## config.mk

```make
export PLATFORM = sky130hd
export DESIGN_NAME = nco_phase_accum_mc
export DESIGN_NICKNAME = d
export VERILOG_FILES = /design/src/rtl/nco_phase_accum_mc.sv
export SDC_FILE = /design/constraint.sdc
export NUM_CORES = 2
export LEC_CHECK = 0
export ABC_AREA = 1
export CAP_MARGIN = 20
export CORE_MARGIN = 3
export CORE_UTILIZATION = 59
export CTS_CLUSTER_DIAMETER = 30
export DETAILED_ROUTE_END_ITERATION = 8
export DONT_BUFFER_PORTS = 1
export PLACE_DENSITY = 0.77
export SLEW_MARGIN = 10
export SYNTH_ARGS = -nofsm -noshare
export SYNTH_HDL_FRONTEND = slang
export SYNTH_SLANG_ARGS = --single-unit
```

## constraint.sdc

```tcl
create_clock -name clk -period 20.9 [get_ports clk]
set_clock_uncertainty 0.1 [all_clocks]
set_input_delay 2.09 -clock clk [delete_from_list [all_inputs] [get_ports clk]]
set_output_delay 2.09 -clock clk [all_outputs]
set_load 0.02 [all_outputs]
```

## src/rtl/nco_phase_accum_mc.sv

```systemverilog
// rtl/nco_phase_accum_mc.sv - multi-channel NCO phase accumulator
// Double-buffered FCW/offset per channel, phase-sync clear, truncated phase output with wrap flags.
module nco_phase_accum_mc #(
  parameter int N  = 32,
  parameter int P  = 12,
  parameter int CH = 4,
  localparam int CW = (CH > 1) ? $clog2(CH) : 1
) (
  input  logic            clk,
  input  logic            reset,
  input  logic            en,
  input  logic            sync,
  input  logic            cfg_we,
  input  logic            cfg_sel,
  input  logic [CW-1:0]   cfg_ch,
  input  logic [N-1:0]    cfg_data,
  input  logic            cfg_update,
  output logic [CH*P-1:0] phase_out,
  output logic [CH-1:0]   wrap,
  output logic            out_valid
);

  logic [N-1:0]    fcw_sh_q [CH];
  logic [N-1:0]    fcw_sh_d [CH];
  logic [N-1:0]    off_sh_q [CH];
  logic [N-1:0]    off_sh_d [CH];
  logic [N-1:0]    fcw_q    [CH];
  logic [N-1:0]    fcw_d    [CH];
  logic [N-1:0]    off_q    [CH];
  logic [N-1:0]    off_d    [CH];
  logic [N-1:0]    acc_q    [CH];
  logic [N-1:0]    acc_d    [CH];
  logic [CH-1:0]   carry_q, carry_d;
  logic            v1_q, v1_d;
  logic [CH*P-1:0] phase_q, phase_d;
  logic [CH-1:0]   wrap_q, wrap_d;
  logic            valid_q, valid_d;
  logic            cfg_ch_ok;

  // Widened compare so a non-power-of-two CH rejects the unused channel codes.
  assign cfg_ch_ok = (int'(cfg_ch) < CH);

  always_comb begin
    carry_d = carry_q;
    phase_d = '0;
    v1_d    = en && !sync;
    for (int c = 0; c < CH; c++) begin
      fcw_sh_d[c] = fcw_sh_q[c];
      off_sh_d[c] = off_sh_q[c];
      if (cfg_we && cfg_ch_ok && (int'(cfg_ch) == c)) begin
        if (cfg_sel) off_sh_d[c] = cfg_data;
        else         fcw_sh_d[c] = cfg_data;
      end
      // Update copies the pre-write shadow; accumulate below still sees the old fcw.
      fcw_d[c] = cfg_update ? fcw_sh_q[c] : fcw_q[c];
      off_d[c] = cfg_update ? off_sh_q[c] : off_q[c];

      acc_d[c] = acc_q[c];
      if (sync) begin
        acc_d[c]   = '0;
        carry_d[c] = 1'b0;
      end else if (en) begin
        {carry_d[c], acc_d[c]} = {1'b0, acc_q[c]} + {1'b0, fcw_q[c]};
      end

      phase_d[c*P +: P] = P'((acc_q[c] + off_q[c]) >> (N - P));
    end
    wrap_d  = carry_q & {CH{v1_q}};
    valid_d = v1_q;
  end

  always_ff @(posedge clk or posedge reset) begin
    if (reset) begin
      fcw_sh_q <= '{default: '0};
      off_sh_q <= '{default: '0};
      fcw_q    <= '{default: '0};
      off_q    <= '{default: '0};
      acc_q    <= '{default: '0};
      carry_q  <= '0;
      v1_q     <= 1'b0;
      phase_q  <= '0;
      wrap_q   <= '0;
      valid_q  <= 1'b0;
    end else begin
      fcw_sh_q <= fcw_sh_d;
      off_sh_q <= off_sh_d;
      fcw_q    <= fcw_d;
      off_q    <= off_d;
      acc_q    <= acc_d;
      carry_q  <= carry_d;
      v1_q     <= v1_d;
      phase_q  <= phase_d;
      wrap_q   <= wrap_d;
      valid_q  <= valid_d;
    end
  end

  assign phase_out = phase_q;
  assign wrap      = wrap_q;
  assign out_valid = valid_q;

endmodule

```

==> key figures <==
GRT
  – Vias in the first global route: roughly 34000
  – Overflow after GRT: 0
  – GRT Util Overall: around 33%
  – Largest net degree at the start of global routing: 261
  – Antenna violations before repair: 8
  – First-pass GRT wire length: approximately 190000 um

Power
  – Seq pwr share: 35.1%
  – Leak: about 25 nW
  – Int Pwr: 3.598 mW
  – Pwr/cell area: about 120 nW/um^2
  – Switching Fraction: approximately a third
  – VDD IR max: approximately 0.12 mV
  – Clock share of power: between 30% and 40%
  – Overall power: 5.532 mW
  – Gate power share: 25.2%
  – Switch Pwr: 1.934 mW

Timing
  – Slew headroom: between 20% and 30%
  – RSZ-0062 raised after global routing: no
  – Endpoints failing setup: 0
  – Final Critical Period: between 5 and 6 ns
  – Period utilization: 26.69%
  – FMAX: roughly 0.18 GHz
  – Hold slack: 0.3724 ns
  – Final hold violation count: 0
  – Max Slew Vio Count: 0
  – Measured slew at the worst slew-check pin: ~1.1 ns
  – Setup TNS: 0 ns

Synthesis
  – Ys Warns: 0
  – Largest area contributor in the netlist: dfrtp_1
  – Seq cells post-synth: approximately 700
  – Ys flop type: dfrtp_1
  – Post-Syn Instances: 5268
  – Post-synth EDFFs: 0
  – Cell Area, Synth: slightly above 40000 um^2
  – Synth top area share: a little over two fifths
  – Commonest cells post-synth: nand2_1, dfrtp_1, inv_1
  – Async S/R FF share, synth: between 90% and 100%
  – Synthesized Nets: about 5600
  – Main area contributors after synthesis: dfrtp_1, nand2_1, ha_1
  – Seq/Total Area, Yosys: 42.84%
  – Syn_area_per_cell: 7.740 um^2
  – Top-count cell post-synth: nand2_1
  – Synth cell types: 42

Setup path
  – Setup crit end kind: asynchronous set/reset pin
  – Worst-path fanout max: around 180
  – Crit-path most repeated cell: buf_4
  – WS Path Type: in -> async
  – RR Endpoint: phase_out[37]
  – CP max stage delay: roughly 0.86 ns
  – R2R Setup Slk: roughly 18 ns
  – Worst EP arrival: approximately 6.2 ns
  – R2R Path Start: off_q[2]
  – Crit path to: fcw_q[104]
  – Req. time, crit path: between 20 and 25 ns
  – Crit-path cells: clkinvlp_4 > buf_4 > buf_12 > buf_4 > buf_4 > buf_4
  – CP Launch Type: primary input
  – Worst reg2reg path depth: 8
  – CP startpoint: reset
  – Slowest cell on the critical path: buf_4

CTS
  – CTS Hold Bufs: 0
  – CTS tree: built
  – Clock Pin Slew Worst Setup and Hold Paths: ~0.05 ns
  – Clock Path Buffers: 3
  – Root buffer cell: clkbuf_16
  – Setup bufs post-CTS: 0
  – Worst-Skew Late Latency: 0.72 ns
  – CTS Sinks: between 600 and 700
  – CTS Buf Count: between 100 and 150
  – CTS H-tree lvls: 4
  – Cts repair resizes: 0

Drt
  – Via-to-Cell Ratio: ~5.5
  – Avg WL per Cell: between 15 and 20 um
  – Vias: roughly 35000
  – Initial drt markers: 2927
  – Pre-antenna DRT Iters: 8
  – Routed Antenna Nets: 0
  – Drc violations: 0
  – Routed wire length: 118100 um

Outcome
  – Status: finished, final reports clean

Floorplan
  – Starting Density: 60.08%
  – Die width: about 270 um
  – Top-level I/O count: 94
  – Area of the core: between 60000 and 70000 um^2
  – Die height: about 270 um
  – Num rows: 95
  – Full die area: 72300 um^2

Placement
  – Final Wtd Congestion: slightly below 1
  – I/O Buffers: 0
  – Hpwl dp: around 84000 um

Cells and area
  – Share of layout cells above drive strength 1: 10.85%
  – Final-stage net count: 5614
  – Area growth from synthesis to layout: 13.61%

Job
  – Max cap viols: 0

Hold path
  – Hold WC Path Type: reg -> reg
==> layer usage <==
metal  vias to the layer above  track usage, %  wire (um)
met2                      1076           51.74      52780
met5                         -               0          0
met1                     16683           46.53      53030
met3                       229           6.561       8581
met4                         0           11.21       3755
li1                      17121               -          -
==> kinds of logic after synthesis <==
| logic type | after synthesis | share of synthesized area (%) |
|---|---|---|
| AO/OA/AOI/OAI | 737 | 9.660 |
| buffers and inverters | 760 | 7.224 |
| multiplexers | 252 | 6.960 |
| adder cells (fa/ha/maj) | 252 | 7.807 |
| flip-flops | 698 | 42.84 |
| XOR/XNOR | 8 | 0.1718 |
| AND/OR/NAND/NOR | 2561 | 25.34 |
==> state kept, by name, indices dropped and copies added, names as in the netlist <==
register	count
off_sh_q	128
wrap	4
v1_q	1
fcw_sh_q	128
carry_q	4
phase_out	48
out_valid	1
off_q	128
fcw_q	128
acc_q	128
==> critical path, delay by kind of cell <==
family   cells  cell delay, ns
buf+inv      6            4.05
==> power groups by stage <==
stage / combinational [mW] / clock [mW] / sequential (mW)
after detailed placement: 1.36 / 0 / 1.95
after global placement: 1.33 / 0 / 1.94
final: 1.40 / 2.19 / 1.94
after global routing: 1.58 / 2.28 / 1.97
after floorplan: 1.06 / 0 / 1.86
after CTS: 1.38 / 2.22 / 1.94
==> cells in the final DEF (no fill, tap or decap), types with 28 or more instances in the layout <==
cell type,count
nand2_1,1836
dfrtp_1,698
inv_1,648
nor2_1,329
o21ai_0,307
a21oi_1,262
mux2_2,252
nand3_1,249
ha_1,248
clkbuf_16,141
o21ai_1,81
nor3_1,38
nand2_2,29
o21bai_1,28
==> final cells by class <==
type / count / area (um^2)
clock buffer: 164 / 3745
antenna: 4 / 10.01
sequential: 698 / 17470
inverter: 654 / 2459
multi-input combinational: 3810 / 20370
fill: 5610 / 21550
clock inverter: 79 / 897.1
tap: 921 / 1152
timing repair buffer: 22 / 222.7
==> worst min-delay path by stage <==
stage                            start      endpoint  slack (ns)  cells after the start
after floorplan                   v1_q     out_valid        0.31                      0
after global placement    off_sh_q[29]  off_sh_q[29]        0.36                      2
after detailed placement          v1_q     out_valid        0.36                      0
after CTS                         v1_q     out_valid        0.37                      0
after global routing              v1_q     out_valid        0.39                      0
final                             v1_q     out_valid        0.37                      0
==> metrics by stage <==
step | setup slack [ns] | instance area [um^2] | utilization [%] | instances
global route | 14.64 | 46310 | 68.23 | 6348
finish | 15.32 | 46320 | 68.25 | 6352
global placement | 13.76 | 41600 | 61.30 | 6102
floorplan | 9.156 | 40780 | - | 5268
detailed placement | 13.68 | 41620 | 61.33 | 6103
CTS | 14.43 | 46260 | 68.16 | 6346
Power figures use the tool's default switching activity.
